==> src/rtl/fifo_pkg.sv <==
// fifo_pkg: read-mode constants, clog2 and even-parity helper shared by the FIFO files
package fifo_pkg;
  localparam int RD_MODE_REG = 0;
  localparam int RD_MODE_FWFT = 1;
  localparam int PAR_MAX_W = 1024;
  function automatic int clog2(input int v);
    int r = 0;
    while ((1 << r) < v) r++;
    return r;
  endfunction
  // Callers zero-extend to PAR_MAX_W; zero bits do not change the XOR.
  function automatic logic parity(input logic [PAR_MAX_W-1:0] v);
    return ^v;
  endfunction
endpackage

==> src/rtl/fifo_mem_2p.sv <==
// fifo_mem_2p: FIFO storage, one synchronous write port and one asynchronous read port
// Ports: clk, we/waddr/wdata (write), raddr/rdata (combinational read). Contents are never reset.
module fifo_mem_2p import fifo_pkg::*; #(
  parameter int W = 8,
  parameter int D = 16,
  parameter int AW = clog2(D)
) (
  input  logic          clk,
  input  logic          we,
  input  logic [AW-1:0] waddr,
  input  logic [W-1:0]  wdata,
  input  logic [AW-1:0] raddr,
  output logic [W-1:0]  rdata
);
  logic [W-1:0] mem [D];
  always_ff @(posedge clk)
    if (we) mem[waddr] <= wdata;
  assign rdata = mem[raddr];
endmodule

==> src/rtl/param_sync_fifo.sv <==
// param_sync_fifo: single-clock parametrised FIFO with registered or first-word-fall-through read
// Ports: clk, reset (async, active-high), flush (sync clear), wr_en/din, rd_en/dout/dout_valid,
//   full/empty/almost_full/almost_empty/count status, sticky overflow/underflow, parity_err.
// Build option: define FIFO_PARITY_EN to store an even-parity bit per entry and check it on read.
module param_sync_fifo import fifo_pkg::*; #(
  parameter int WIDTH = 8,
  parameter int DEPTH = 16,
  parameter int AF_THRESH = DEPTH - 2,
  parameter int AE_THRESH = 2,
  parameter int FWFT = RD_MODE_REG,
  localparam int ADDR_W = clog2(DEPTH)
) (
  input  logic              clk,
  input  logic              reset,
  input  logic              flush,
  input  logic              wr_en,
  input  logic [WIDTH-1:0]  din,
  input  logic              rd_en,
  output logic [WIDTH-1:0]  dout,
  output logic              dout_valid,
  output logic              full,
  output logic              empty,
  output logic              almost_full,
  output logic              almost_empty,
  output logic [ADDR_W:0]   count,
  output logic              overflow,
  output logic              underflow,
  output logic              parity_err
);
`ifdef FIFO_PARITY_EN
  localparam int MW = WIDTH + 1;
`else
  localparam int MW = WIDTH;
`endif
  logic [ADDR_W-1:0] wr_ptr, rd_ptr;
  logic [MW-1:0] wr_word, rd_word;
  logic rd_bad, wr_acc, rd_acc;
`ifdef FIFO_PARITY_EN
  assign wr_word = {parity(PAR_MAX_W'(din)), din};
  assign rd_bad = parity(PAR_MAX_W'(rd_word[WIDTH-1:0])) != rd_word[WIDTH];
`else
  assign wr_word = din;
  assign rd_bad = 1'b0;
`endif
  assign full = count == (ADDR_W+1)'(DEPTH);
  assign empty = count == '0;
  assign almost_full = count >= (ADDR_W+1)'(AF_THRESH);
  assign almost_empty = count <= (ADDR_W+1)'(AE_THRESH);
  assign wr_acc = wr_en && !full;
  assign rd_acc = rd_en && !empty;
  fifo_mem_2p #(.W(MW), .D(DEPTH), .AW(ADDR_W)) u_mem (
    .clk(clk), .we(wr_acc), .waddr(wr_ptr), .wdata(wr_word), .raddr(rd_ptr), .rdata(rd_word)
  );
  always_ff @(posedge clk or posedge reset)
    if (reset) begin
      wr_ptr <= '0;
      rd_ptr <= '0;
      count <= '0;
      overflow <= 1'b0;
      underflow <= 1'b0;
    end else if (flush) begin
      wr_ptr <= '0;
      rd_ptr <= '0;
      count <= '0;
      overflow <= 1'b0;
      underflow <= 1'b0;
    end else begin
      if (wr_acc) wr_ptr <= wr_ptr + 1'b1;
      if (rd_acc) rd_ptr <= rd_ptr + 1'b1;
      count <= (wr_acc && !rd_acc) ? count + 1'b1 : (rd_acc && !wr_acc) ? count - 1'b1 : count;
      overflow <= overflow | (wr_en & full);
      underflow <= underflow | (rd_en & empty);
    end
  if (FWFT == RD_MODE_FWFT) begin : g_fwft
    assign dout = rd_word[WIDTH-1:0];
    assign dout_valid = !empty;
    assign parity_err = !empty && rd_bad;
  end else begin : g_reg
    // dout keeps its last value across flush; only the qualifiers clear.
    always_ff @(posedge clk or posedge reset)
      if (reset) begin
        dout <= '0;
        dout_valid <= 1'b0;
        parity_err <= 1'b0;
      end else if (flush) begin
        dout_valid <= 1'b0;
        parity_err <= 1'b0;
      end else begin
        dout_valid <= rd_acc;
        parity_err <= rd_acc && rd_bad;
        if (rd_acc) dout <= rd_word[WIDTH-1:0];
      end
  end
endmodule

==> config.mk <==
export PLATFORM = sky130hd
export DESIGN_NAME = param_sync_fifo
export DESIGN_NICKNAME = d
export VERILOG_FILES = /design/src/rtl/fifo_pkg.sv /design/src/rtl/fifo_mem_2p.sv /design/src/rtl/param_sync_fifo.sv
export SDC_FILE = /design/constraint.sdc
export NUM_CORES = 1
export LEC_CHECK = 0
export CORE_UTILIZATION = 42
export CTS_CLUSTER_SIZE = 20
export DETAILED_ROUTE_END_ITERATION = 16
export PLACE_DENSITY_LB_ADDON = 0.25
export SYNTH_ARGS = -nofsm -noshare
export SYNTH_HDL_FRONTEND = slang
export SYNTH_HIERARCHICAL = 1
export SYNTH_SLANG_ARGS = --single-unit
==> constraint.sdc <==
create_clock -name clk -period 6.42 [get_ports clk]
set_clock_uncertainty 0.05 [all_clocks]
set_input_delay 1.284 -clock clk [delete_from_list [all_inputs] [get_ports clk]]
set_output_delay 1.284 -clock clk [all_outputs]
set_load 0.01 [all_outputs]
======== Word level (Yosys, flattened, before mapping) ========
Memories as Yosys holds them, arrays and structs flattened. A register that Yosys moved wholly into a read port is not among the register bits.
Cells that the tools add are included.
cells by class
  multiply operators ...................... 0
  bitwise operators ....................... 5
  mux-type cells .......................... 12
  $lt $le $gt $ge ......................... 2
  shifts and indexed selects .............. 0
  reductions and logical operators ........ 13
  div/mod/pow operators ................... 0
  equal/unequal tests ..................... 1
  add/sub/neg operators ................... 4
operator list
  kind                   number
  $mux W4                4
  $mux W5                3
  $add A4 B1 Y4 const B  2
  $add A5 B1 Y5 const B  1
  $eq A5 B5 Y1 const B   1
  $ge A5 B4 Y1 const B   1
  $le A5 B2 Y1 const B   1
  $logic_not A5 Y1       1
  $mux W1                5
  $sub A5 B1 Y5 const B  1
  $logic_and A1 B1 Y1    4
  $logic_not A1 Y1       4
  $reduce_bool A2 Y1     2
  $reduce_bool A3 Y1     1
  $and A1 B1 Y1          2
  $or A1 B1 Y1           2
  $reduce_and A2 Y1      1
  $not A1 Y1             1
word-level totals
  memories kept ........................... 1
  logic and storage cells ................. 44
  bits in read-only memories .............. 0
  bits of input ports ..................... 13
  RAM bits ................................ 128
  latch bits .............................. 0
  register bits ........................... 16
  output and inout port bits .............. 21
memories
  memory     depth  bits a word  rd ports  clocked after memory_dff  wr ports  RTL line           source
  u_mem.mem  16     8            1         1                         1         fifo_mem_2p.sv:15  logic [W-1:0] mem [D];

======== Depth between registers and ports, before layout ========
Gate-level depths: netlist of the first run.
  word-level depth ........................ 8
  depth in mapped cells ................... 8
  mapped depth without buffers ............ 8

======== By module ========
Netlist of the first run, hierarchy kept.
by module, submodules not included
  module           times used  seq. area each (um^2)  cells an instance  area each (um^2)
  fifo_mem_2p      1           3843.7                 221                4987.3
  param_sync_fifo  1           600.6                  117                1266.2

======== Worst setup path before layout of the first run ========
Ideal clock, no wire load.
  path kind ............................... input to register
  start ................................... in wr_en
  end ..................................... mem u_mem.mem[0][0] (enable)
  buffers on the path ..................... 0
  cell stages on the path ................. 4
  arrival ................................. 2863 ps
  required time ........................... 5987 ps
  setup time .............................. 383 ps
  slack ................................... 3123 ps
  cell sequence ........................... inv_1 > a21oi_1 > or3b_2 > nor3_1
on the way
  cells in the longest elaborated chain, start to end .. 3
ends and longest elaborated chain
  item                           RTL line               source
  start, declared                param_sync_fifo.sv:16  input logic wr_en,
  $logic_and A1 B1 Y1            param_sync_fifo.sv:49  assign wr_acc = wr_en && !full;
  named net wr_acc               param_sync_fifo.sv:37  logic rd_bad, wr_acc, rd_acc;
  $mux W1                        fifo_mem_2p.sv:17      if (we) mem[waddr] <= wdata;
  $mux W1 (not written as such)  fifo_mem_2p.sv:17
  end, declared                  fifo_mem_2p.sv:15
The timed path passes the listed nets, and every way through them passes these cells.

======== Worst setup path in the final report of the first run ========
Same ends and word-level chain as after synthesis.

==> results of run 1 <==
power groups by stage:
stage	logic, mW	clock network [mW]	registers (mW)
5_1_grt	0.812	0.935	1.26
3_3_place_gp	0.737	0	1.26
4_1_cts	0.754	0.902	1.25
2_1_floorplan	0.496	0	1.24
6_report	0.743	0.885	1.24
3_5_place_dp	0.750	0	1.26
worst max-delay path: stages:
cell	delay, ns
clkdlybuf4s50_1	0.56
inv_1	0.14
a21oi_1	0.52
or3b_2	0.54
nor3_1	0.86
stage by stage:
| step | setup slack, ns | total power, mW | util [%] | hold WS [ns] |
|---|---|---|---|---|
| after global placement | 2.22 | 2.00 | 46.2 | 0.430 |
| after global routing | 2.28 | 3.00 | 49.8 | 0.469 |
| after floorplan | 3.12 | 1.74 | - | 0.476 |
| after CTS | 2.46 | 2.90 | 49.8 | 0.458 |
| after detailed placement | 2.09 | 2.01 | 46.2 | 0.445 |
| final | 2.50 | 2.87 | 49.8 | 0.453 |
registers in the layout (all words and copies together) (netlist names):
| name | cells |
|---|---|
| count | 5 |
| u_mem/mem | 128 |
| dout_valid | 1 |
| underflow | 1 |
| dout | 8 |
| rd_ptr | 4 |
| wr_ptr | 4 |
| overflow | 1 |
how the worst min path moves through the flow:
stage | slack (ns) | startpoint | endpoint | cells after the start
3_5_place_dp | 0.45 | underflow | underflow | 2
6_report | 0.45 | underflow | underflow | 2
5_1_grt | 0.47 | dout[2] | dout[2] | 1
2_1_floorplan | 0.48 | underflow | underflow | 2
4_1_cts | 0.46 | underflow | underflow | 2
3_3_place_gp | 0.43 | underflow | underflow | 2
synthesized netlist by cell type, types with 2 or more instances:
cell,n
inv_1,6
nand2b_1,2
buf_2,3
a21oi_1,6
mux2i_1,5
dfrtp_1,24
nor3_1,5
nand3_1,7
xor2_1,3
a31oi_1,2
nor2_1,25
ha_1,6
buf_6,3
mux4_1,14
o21ai_0,3
clkdlybuf4s25_2,3
edfxtp_1,128
mux2_2,8
nor2b_1,2
clkbuf_1,2
nand3b_1,2
mux4_2,18
a22oi_1,16
a211oi_1,2
buf_4,2
nand2_1,18
o21a_1,2
xnor2_1,2
layout make-up:
class                   count  share of cell area, %
multi-input cells         167                   23.3
clock buffers              19                   5.98
well taps                 184                   3.18
clock inverters            13                   1.21
repair buffers             34                   4.63
inverters                   6                  0.311
flip-flops and latches    152                   61.4
cells by family (layout without fill, tap and decap cells):
logic type / Yosys count / in the layout / synth area share [%]
AO/OA/AOI/OAI: 38 / 38 / 4.50
AND/OR/NAND/NOR: 70 / 70 / 5.38
other: 1 / 1 / 0.0600
XOR/XNOR: 5 / 5 / 0.700
multiplexers: 46 / 46 / 14.8
flip-flops: 152 / 152 / 71.1
buffers and inverters: 19 / 72 / 1.98
adder cells (fa/ha/maj): 7 / 7 / 1.52
per-layer routing:
layer  wire length, microns  GRT usage [%]
met4                    217           6.55
met2                   6060           27.1
met1                   5510           25.0
met5                      0              0
met3                    770           5.08
==> qor.log, run 1 <==
INFO  floorplan      initial_core_util=43.0%
INFO  route          detailedRoute.firstIterationViolations=349
INFO  route          final_antenna_net_count=0
INFO  placement      dp.cells=543
INFO  floorplan      total_i_o_pin_count=34
INFO  setup_path     worst-endpoint-arrival=3.91ns
INFO  power_and_ir_drop p_sw=0.815mW
INFO  global_routing track_usage=18.0%
INFO  cells_and_area design.final.nets=398
INFO  clocking       cts_buffer_depth=2
INFO  run            maxCapViolations=0
INFO  setup_path     timing.critical_path.to=u_mem/mem[0][0]
INFO  global_routing first_global_vias=3175
INFO  clocking       cts_resized=0
INFO  timing         fin_tns_setup=0ns
INFO  synth          postSynthCellCount=338
INFO  synth          synth_top_area_cell=edfxtp_1
INFO  cells_and_area filler_cell_count=1209
INFO  synth          ys_top_cells_by_area=edfxtp_1 (61%), dfrtp_1 (9.6%), mux4_2 (6.5%), mux4_1 (5.9%), a22oi_1 (1.9%)
INFO  cells_and_area post_layout_nonfiller_instances=575
INFO  timing         finalSetupViolCount=0
INFO  setup_path     ff2ff_setup_slack=3.30ns
INFO  global_routing grt_max_degree=36
INFO  power_and_ir_drop internal_power=2.06mW
INFO  clocking       number_of_buffers_created_by_cts=17
INFO  synth          synth_enable_flop_cells=128
INFO  floorplan      die_extent_in_x=124microns
INFO  status         outcome=complete, no violations
INFO  timing         max_freq=255MHz
INFO  route          drt_drc_violations_left=0
INFO  power_and_ir_drop power_density=397mW/mm^2
INFO  synth          synth_top_flop_cell=edfxtp_1
INFO  clocking       path_clk_slew=0.06ns
INFO  floorplan      floorplan.die_area=0.0154sqmm
INFO  setup_path     crit_path_kind=in -> reg
INFO  cells_and_area mostFrequentLayoutCells=edfxtp_1 (128), clkdlybuf4s50_1 (32), nor2_1 (25)
INFO  cells_and_area register_area=0.00445sqmm
INFO  route          route.detailed.vias_per_inst=5.64
INFO  timing         finalCritPeriodShare=61.1%
INFO  placement      dpl-instance-area=0.00672sqmm
INFO  synth          synth_async_sr_flop_share=15.8%
INFO  placement      numPortBuffers=32
INFO  route          routedWlPerCell=21.8microns
INFO  synth          postSynthNetCount=358
INFO  floorplan      die_h=124microns
INFO  cells_and_area post_route_cells_drive_above_1_share=15.9%
INFO  placement      gp_routability_congestion=0.803
INFO  clocking       clock_insertion_delay_worst_skew=0.42ns
INFO  synth          syn_area=0.00625sqmm
INFO  setup_path     startpoint=wr_en
INFO  synth          synth_seq_cells=152
INFO  route          drtPass1Iterations=7
INFO  power_and_ir_drop sw_frac_of_total=28.4%
INFO  setup_path     end_kind=flop
INFO  global_routing global_route.overflow_total=0
INFO  synth          avgSynthCellArea=18.5squm
INFO  clocking       cts_root_buf=clkbuf_16
INFO  power_and_ir_drop seq_power_share=43.3%
INFO  placement      dp_hpwl=7780microns
INFO  setup_path     rr_endpoint=count[4]
INFO  floorplan      floorplan.core_area=0.0145sqmm
INFO  setup_path     ff2ff_path_depth=8
INFO  clocking       tritoncts=yes
INFO  synth          synth.distinct_cells=47
INFO  timing         grt_setup_unrepaired=no
INFO  global_routing grt_pass1_wl=18700microns
INFO  synth          total_number_of_yosys_warnings=6
INFO  setup_path     timing.rr.start=count[1]
INFO  power_and_ir_drop cellLeakagePower=2.44nW
INFO  cells_and_area flow.area_growth_from_synthesis=15.8%
INFO  cells_and_area diodes=0
INFO  timing         final.min_clock_period=3.92ns
INFO  cells_and_area finalInstanceArea=0.00724sqmm
INFO  clocking       cts_hold_buffers=0
INFO  power_and_ir_drop irDropWorstVdd=0.000300V
INFO  setup_path     worst_ep_required=6.41ns
INFO  clocking       cts_setup_buffers=0
INFO  floorplan      fp-row-count=44
INFO  clocking       numClockSinks=152
INFO  cells_and_area multiInputGateArea=0.00169sqmm
INFO  route          routed_wirelength=12600microns
INFO  synth          synth_top_area_share=61.5%
INFO  clocking       h-tree-depth=4
INFO  setup_path     worstPathMaxFanout=8
INFO  setup_path     cp-start-kind=input pin
INFO  timing         tightest_slew=1.20ns
INFO  route          dr_total_vias=3242
INFO  global_routing number_of_antenna_violations_at_the_first_check_in_global_routing=0
INFO  power_and_ir_drop share_clk_of_total_power=30.8%
INFO  synth          synth-seq-area-share=71.1%
INFO  hold_path      hold_path.class=reg -> reg
INFO  cells_and_area layout.cells.most_common=edfxtp_1
INFO  timing         drv_slew=0
INFO  timing         max-slew-margin-rel=19.4%
INFO  timing         finalHoldViolations=0
INFO  power_and_ir_drop combinationalPowerShare=25.9%
(Power assumes the default switching activity.)
==> inputs of run 2 (changes only) <==
Clock period 6.42 ns to 3.5 ns, I/O delays scaled along.
==> qor.log, run 2 (synthesis results as in run 1) <==
INFO  setup_path     worst-endpoint-arrival=2.25ns
INFO  power_and_ir_drop irDropWorstVdd=0.000369V
INFO  placement      dp_slack=0.334ns
INFO  timing         drv_slew=0
INFO  clocking       h-tree-depth=4
INFO  setup_path     worstPathBufferInverterCount=1
INFO  cells_and_area filler_cell_count=1183
INFO  clocking       clock_insertion_delay_worst_skew=0.42ns
INFO  floorplan      floorplan.core_area=0.0145sqmm
INFO  timing         final.min_clock_period=3.00ns
INFO  cells_and_area layout.cells.most_common=edfxtp_1
INFO  global_routing grt_max_degree=36
INFO  cells_and_area diodes=0
INFO  route          route.detailed.vias_per_inst=5.50
INFO  placement      dp.cells=562
INFO  global_routing number_of_antenna_violations_at_the_first_check_in_global_routing=0
INFO  power_and_ir_drop seq_power_share=41.0%
INFO  timing         final_layout_worst_hold_slack=0.453ns
INFO  power_and_ir_drop combinationalPowerShare=24.7%
INFO  clocking       numClockSinks=152
INFO  cells_and_area multiInputGateArea=0.00169sqmm
INFO  timing         max_freq=334MHz
INFO  setup_path     cp_slowest_stage_delay=0.63ns
INFO  timing         max-slew-margin-rel=36.9%
INFO  timing         fin_tns_setup=0ns
INFO  cells_and_area fin_util=51.4%
INFO  setup_path     cell_family_with_most_cp_delay=simple AND/OR/NAND/NOR gates
INFO  clocking       path_clk_slew=0.06ns
INFO  cells_and_area largest_register_ff_count=128
INFO  placement      gp_routability_congestion=0.797
INFO  timing         finalSetupViolCount=0
INFO  clocking       cts_resized=0
INFO  power_and_ir_drop finalPower=5.57mW
INFO  power_and_ir_drop share_clk_of_total_power=34.4%
INFO  route          final_antenna_net_count=0
INFO  power_and_ir_drop internal_power=4.09mW
INFO  clocking       number_of_buffers_created_by_cts=17
INFO  placement      dp_hpwl=7830microns
INFO  power_and_ir_drop sw_frac_of_total=26.5%
INFO  cells_and_area top_regs=u_mem/mem: 128 flops, dout: 8 flops, count: 5 flops
INFO  run            maxCapViolations=0
INFO  power_and_ir_drop cellLeakagePower=2.58nW
INFO  status         outcome=complete, no violations
INFO  setup_path     end_kind=primary output
INFO  power_and_ir_drop p_sw=1.48mW
INFO  clocking       cts_setup_buffers=0
INFO  placement      dpl-instance-area=0.00686sqmm
INFO  global_routing grt_pass1_wl=19000microns
INFO  clocking       cts_buffer_depth=2
INFO  floorplan      initial_core_util=43.0%
INFO  cells_and_area largest-register=u_mem/mem
INFO  cells_and_area finalInstanceArea=0.00748sqmm
INFO  placement      numPortBuffers=32
INFO  route          dr_total_vias=3261
INFO  route          detailedRoute.firstIterationViolations=367
INFO  clocking       cts_hold_buffers=0
INFO  clocking       tritoncts=yes
INFO  setup_path     worstPathMaxFanout=9
INFO  setup_path     crit_path_kind=reg -> out
INFO  global_routing global_route.overflow_total=0
INFO  cells_and_area register_area=0.00445sqmm
INFO  timing         finalWorstSetupSlack=0.502ns
INFO  timing         tightest_slew=0.946ns
INFO  route          routed_wirelength=12500microns
INFO  global_routing first_global_vias=3266
INFO  floorplan      die_h=124microns
INFO  setup_path     worst_ep_required=2.75ns
INFO  cells_and_area flow.area_growth_from_synthesis=19.6%
INFO  floorplan      fp-row-count=44
INFO  route          drtPass1Iterations=4
INFO  route          drt_drc_violations_left=0
INFO  setup_path     timing.critical_path.cells=or4_4, nor2_1, clkdlybuf4s50_1
INFO  floorplan      floorplan.die_area=0.0154sqmm
INFO  timing         finalCritPeriodShare=85.6%
INFO  clocking       cts_root_buf=clkbuf_16
INFO  cells_and_area post_layout_nonfiller_instances=593
INFO  route          routedWlPerCell=21.1microns
INFO  setup_path     critical-path-slowest-cell=or4_4
INFO  power_and_ir_drop power_density=745mW/mm^2
INFO  global_routing track_usage=18.0%
INFO  setup_path     cp-start-kind=flop
INFO  cells_and_area mostFrequentLayoutCells=edfxtp_1 (128), clkdlybuf4s50_1 (32), nor2_1 (25)
INFO  floorplan      die_extent_in_x=124microns
INFO  timing         finalHoldViolations=0
INFO  floorplan      total_i_o_pin_count=34
INFO  hold_path      hold_path.class=reg -> reg
INFO  cells_and_area post_route_cells_drive_above_1_share=19.3%
INFO  timing         grt_setup_unrepaired=no
INFO  cells_and_area design.final.nets=417
-- run 2: tightest hold or removal path, cell delays in order, from the launching register on --
cell and delay [ns]:
dfrtp_1 0.34, a21oi_1 0.04, nor2_1 0.08
-- run 2: cell type report --
class,instances,area share [%]
sequential,152,59.5
clock buffer,20,5.84
multi-input combinational,167,22.5
clock inverter,11,2.39
timing repair buffer,53,6.39
tap,184,3.08
inverter,6,0.301
-- run 2: layer usage --
| layer | routed length (microns) | share of wire (%) | track usage, % |
|---|---|---|---|
| met3 | 860 | 6.9 | 5.82 |
| met2 | 6030 | 48 | 27.9 |
| met5 | 0 | 0 | 0 |
| met1 | 5480 | 44 | 24.4 |
| met4 | 133 | 1.1 | 5.13 |
-- run 2: worst paths after layout --
path / startpoint / to / slack [ns] / cells past startpoint
max in group asynchronous: reset / rd_ptr[0] / 2.01 / 2
max reg2reg: count[1] / count[4] / 0.71 / 7
min reg2reg: underflow / underflow / 0.45 / 2
max: count[1] / empty / 0.50 / 3
min in group asynchronous: reset / dout[2] / 0.75 / 2
min: underflow / underflow / 0.45 / 2
-- run 2: power by group through the flow --
| stage | combinational, mW | sequential, mW | clock, mW |
|---|---|---|---|
| after floorplan | 0.910 | 2.28 | 0 |
| after global placement | 1.37 | 2.32 | 0 |
| after detailed placement | 1.38 | 2.32 | 0 |
| after CTS | 1.39 | 2.29 | 1.95 |
| after global routing | 1.50 | 2.31 | 2.01 |
| final | 1.38 | 2.28 | 1.91 |
==> patch 1: new RTL, flow settings as in run 2 <==
The option `FIFO_PARITY_EN` is turned on by a define.
--- a/src/rtl/param_sync_fifo.sv
+++ b/src/rtl/param_sync_fifo.sv
@@ -4,2 +4,4 @@
 // Build option: define FIFO_PARITY_EN to store an even-parity bit per entry and check it on read.
+`define FIFO_PARITY_EN
+
 module param_sync_fifo import fifo_pkg::*; #(
Formal check against the unedited RTL: same outputs for any inputs over 4 cycles, from zero or initial values and one cycle with reset high; that may be too few to reach the edited logic, so the function may still have changed.
==> patch 1 against run 2 <==
  * Routed wire length up 11%
  * Total power up 12%
  * Largest power group unchanged
  * Register-to-register slack worse by 0.39 ns
  * First-iteration DRC count decreased by 13%
  * Area after synthesis increased by 11%
  * Sequential cell count is 17 higher
  * Final area rose by 12%
  * Critical endpoint is now count[4]
  * Worst setup slack worse by 0.18 ns
  * Sequential power increased by 9.2%
==> patch 1: results (changes against run 2) <==
Count of cell types in the netlist = 45 (was 47)
Synth Warn # = 6 (unchanged)
CTS resizes = 0 (unchanged)
EDFF count, synth = 144 (was 128)
Clk slew on worst S/H paths = 0.06 ns (about the same)
Post-Layout Cell Count = 661 (was 593)
Worst Slack Setup Final = 0.323 ns (was 0.502 ns)
CP arrival = 3.43 ns (was 2.25 ns)
Post-Synth XOR/XNOR Area = 2.89% (was 0.700%)
Critical path's slowest cell = o31ai_4 (was or4_4)
Cells after DPL = 629 (was 562)
# Post-CTS Setup Buffers = 0 (unchanged)
Final setup violation count = 0 (unchanged)
First-pass GRT wire length = 22.0 mm (was 19.0 mm)
Crit Path Max Fanout = 11 (was 9)
Synth Area in Compound Gates = 3.61% (was 4.50%)
Synth async-reset ratio = 14.8% (was 15.8%)
Worst-Skew Late Latency = 0.42 ns (about the same)
Mux cell area share after synthesis = 14.3% (was 14.8%)
Status = complete, no violations (unchanged)
Post-synthesis adder-cell area fraction = 1.19% (was 1.52%)
Vias in the first global route = 3736 (was 3266)
Total track usage = 18.7% (was 18.0%)
Buffers on Ports = 33 (was 32)
CTS root buf = clkbuf_16 (unchanged)
Share of cells above drive strength 1 = 22.0% (was 19.3%)
Synthesized net count = 382 (was 358)
Regs by FF count = u_mem/mem (144), dout (8), count (5) (was u_mem/mem (128), dout (8), count (5))
Final HPWL DP = 8.85 mm (was 7.83 mm)
Iteration-0 DRC Markers = 320 (was 367)
DRT Pass-1 Iters = 5 (was 4)
Power per cell area = 748 nW/um^2 (was 745 nW/um^2)
Nets = 451 (was 417)
Synth top cells by count = 144 x edfxtp_1, 29 x nor2_1, 25 x dfrtp_1 (was 128 x edfxtp_1, 25 x nor2_1, 24 x dfrtp_1)
Register area share after synthesis = 71.0% (was 71.1%)
Total routed wirelength = 13.9 mm (was 12.5 mm)
Synth Flop Type = edfxtp_1 (unchanged)
Layout filler cell count = 1261 (was 1183)
Worst-margin pin slew = 1.14 ns (was 0.946 ns)
Worst path top cell family by delay = simple AND/OR/NAND/NOR gates (unchanged)
Leakage power = 0.00285 uW (was 0.00258 uW)
Pin count of the biggest net entering global routing = 40 (was 36)
Critical path's largest stage delay = 0.53 ns (was 0.63 ns)
Place WS = 0.345 ns (was 0.334 ns)
Clock H-tree levels = 4 (unchanged)
Total number of vias = 3540 (was 3261)
Synthesized area per cell = 19.2 um^2 (was 18.5 um^2)
Switching pwr = 1650 uW (was 1480 uW)
Worst vdd ir = 0.000386 V (was 0.000369 V)
Cts bufs inserted = 17 (unchanged)
Final Wtd Congestion = 0.761 (was 0.797)
Synth area leaders = edfxtp_1 62%, dfrtp_1 9.0%, mux4_2 6.8% (was edfxtp_1 61%, dfrtp_1 9.6%, mux4_2 6.5%)
Hold Crit Class = reg -> reg (unchanged)
Clock buffer depth = 2 (unchanged)
patch 1: cell type report:
cell class              count  area share (%)
well taps                 216            3.24
inverters                   3           0.135
multi-input cells         177            22.4
clock inverters            12            2.65
flip-flops and latches    169            59.3
repair buffers             64            7.04
clock buffers              20            5.23
patch 1: path summary, 6_finish.rpt:
check / from / end / cells past startpoint
worst max-delay path: count[4] / count[4] / 9
min in group asynchronous: reset / dout[3] / 2
max in group asynchronous: reset / rd_ptr[0] / 2
worst min register to register: underflow / underflow / 2
worst max register to register: count[4] / count[4] / 9
worst min-delay path: underflow / underflow / 2
patch 1: cells by family (layout without fill, tap and decap cells):
logic type,count (synthesis),after routing
buffers and inverters,17,99
multiplexers,48,48
AO/OA/AOI/OAI,32,32
AND/OR/NAND/NOR,68,68
adder cells (fa/ha/maj),6,6
flip-flops,169,169
XOR/XNOR,23,23
patch 1: tightest hold or removal path: cells and delay by family (launching register included):
| family | cells | cell delay (ns) |
|---|---|---|
| flops | 1 | 0.34 |
| simple gates | 1 | 0.07 |
| compound gates | 1 | 0.04 |
patch 1: routing by layer:
layer  vias to the layer above  share of wire [%]  global-route usage [%]  wire length (um)
met2                       108                 50                    31.4              6950
met3                        25                5.2                    4.19               721
met5                         -                  0                       0                 0
met4                         0                1.8                    7.17               248
met1                      1814                 43                    23.8              5970
li1                       1593                  -                       -                 -
patch 1: stage by stage:
| step | hold slack [ns] | cell area [um^2] |
|---|---|---|
| floorplan | 0.476 | 6970 |
| global placement | 0.432 | 7690 |
| detailed placement | 0.447 | 7690 |
| CTS | 0.460 | 8350 |
| global route | 0.474 | 8350 |
| finish | 0.449 | 8350 |
patch 1: power groups by stage:
stage | sequential, uW | clock, uW | combinational [uW]
after floorplan | 2530 | 0 | 1170
after global placement | 2520 | 0 | 1700
after detailed placement | 2530 | 0 | 1720
after CTS | 2490 | 2110 | 1730
after global routing | 2510 | 2190 | 1850
final | 2490 | 2070 | 1690
==> patch 2: new RTL, config.mk and constraints of run 2 <==
Without the edit above. Make the reset (`reset`) synchronous in 2 clocked blocks. Comments in the files are not updated.
--- a/src/rtl/param_sync_fifo.sv
+++ b/src/rtl/param_sync_fifo.sv
@@ -53,3 +53,3 @@
   );
-  always_ff @(posedge clk or posedge reset)
+  always_ff @(posedge clk)
     if (reset) begin
@@ -79,3 +79,3 @@
     // dout keeps its last value across flush; only the qualifiers clear.
-    always_ff @(posedge clk or posedge reset)
+    always_ff @(posedge clk)
       if (reset) begin
Function: differs if reset is asserted again (counterexample within 4 cycles, from zero or initial values and one cycle with reset high); with reset held inactive, the same outputs for 4 cycles.
==> patch 2 against run 2 <==
  * Final area is 2.5% lower
  * Worst hold slack got worse by 0.037 ns
  * Sequential cell count unchanged
  * Routed wire length down 5.4%
  * Critical path depth grew 6
  * Area after synthesis shrank 2.1%
  * Worst setup slack better by 0.19 ns
Power is not compared: it rests on default switching activity, and its combinational part moved more than twofold at a synthesized area within 25%.
==> patch 2: results (changes against run 2) <==
Critical path's largest stage delay = 0.45 ns (was 0.63 ns)
Total routed wirelength = 11.8 mm (was 12.5 mm)
First-pass GRT wire length = 18.5 mm (was 19.0 mm)
Register area share after synthesis = 70.6% (was 71.1%)
Critical path class = reg -> reg (was reg -> out)
R2R Setup Slk = 0.69 ns (was 0.71 ns)
Synth top cells by count = 128 x edfxtp_1, 34 x nor2_1, 24 x dfxtp_1 (was 128 x edfxtp_1, 25 x nor2_1, 24 x dfrtp_1)
DP Area = 6710 um^2 (was 6860 um^2)
Cells on worst reg2reg path = 9 (was 7)
Initial antenna violation count = 0 (unchanged)
Iteration-0 DRC Markers = 229 (was 367)
Count of cell types in the netlist = 40 (was 47)
Leakage power = 0.00242 uW
Status = complete, no violations (unchanged)
Synthesized net count = 374 (was 358)
Synth async-reset ratio = 0% (was 15.8%)
Total number of vias = 3293 (was 3261)
Final HPWL DP = 7.79 mm (was 7.83 mm)
Final Wtd Congestion = 0.800 (was 0.797)
Share of cells above drive strength 1 = 17.1% (was 19.3%)
Crit Path Max Fanout = 7 (was 9)
Met2 Usage GRT = 27.7% (was 27.9%)
Worst slew margin = 48.5% (was 36.9%)
CP arrival = 3.10 ns (was 2.25 ns)
Total track usage = 17.2% (was 18.0%)
M3 GR Usage = 4.18% (was 5.82%)
Worst-Skew Late Latency = 0.41 ns
Pin count of the biggest net entering global routing = 36 (unchanged)
Critical Path Source = count[0] (was count[1])
Critical path's slowest cell = or3_4 (was or4_4)
GR Util met1 = 23.2% (was 24.4%)
Synth Warn # = 6 (unchanged)
Clock H-tree levels = 4 (unchanged)
Synth area leaders = edfxtp_1 63%, dfxtp_1 7.8%, mux4_2 6.6% (was edfxtp_1 61%, dfrtp_1 9.6%, mux4_2 6.5%)
Nets = 429 (was 417)
FF-to-FF Start = count[0] (was count[1])
Layout filler cell count = 1127 (was 1183)
Worst path top cell family by delay = adder cells (was simple AND/OR/NAND/NOR gates)
Reg-to-reg endpoint = count[4] (unchanged)
patch 2: worst min path at each step:
stage          cells after the start  startpoint  slack (ns)   endpoint
2_1_floorplan                      2   rd_ptr[3]        0.43  rd_ptr[3]
3_3_place_gp                       2    overflow        0.40   overflow
3_5_place_dp                       2   underflow        0.41  underflow
4_1_cts                            2     dout[6]        0.42    dout[6]
5_1_grt                            2     dout[6]        0.43    dout[6]
6_report                           2   underflow        0.42  underflow
patch 2: cell type report:
class                      instances  area, um^2  area share [%]
sequential                       152        4330            59.3
multi-input combinational        180        1660            22.8
timing repair buffer              53         478            6.55
clock buffer                      23         458            6.28
tap                              180         225            3.09
clock inverter                     9         126            1.73
inverter                           5        18.8           0.257
patch 2: per-stage QoR:
step | setup slack, ns | power [uW] | instances | hold WS [ns]
2_1_floorplan | 0.912 | 2460 | 354 | 0.431
3_3_place_gp | 0.578 | 2660 | 570 | 0.402
4_1_cts | 0.687 | 4470 | 602 | 0.425
3_5_place_dp | 0.471 | 2680 | 570 | 0.412
5_1_grt | 0.530 | 4610 | 602 | 0.435
6_report | 0.694 | 4440 | 602 | 0.416
patch 2: worst register-to-register path, stage by stage (launching register included):
cell,delay [ns]
dfxtp_1,0.38
or3_4,0.45
o21ai_2,0.27
inv_1,0.15
ha_1,0.26
fa_1,0.41
nand2b_1,0.17
a21oi_1,0.16
mux2i_1,0.24
mux2i_1,0.19
patch 2: logic make-up after synthesis:
group / after synthesis / synth area share (%)
other cells: 1 / 0.0613
compound gates: 48 / 5.15
mux: 36 / 13.3
simple gates: 82 / 6.23
fa+ha+maj: 7 / 1.55
xor+xnor: 6 / 0.858
flops: 152 / 70.6
buf+inv: 22 / 2.23
patch 2: routing by layer:
metal  routed length (um)  part of all wire (%)
met4                  123                   1.0
met3                  494                   4.2
met1                 5480                    46
met2                 5720                    48
met5                    0                     0
patch 2: power groups by stage:
stage	registers (uW)	logic (uW)	clock network, uW
CTS	2070	576	1830
global placement	2100	561	0
floorplan	2090	365	0
finish	2060	572	1810
detailed placement	2100	573	0
global route	2070	633	1900
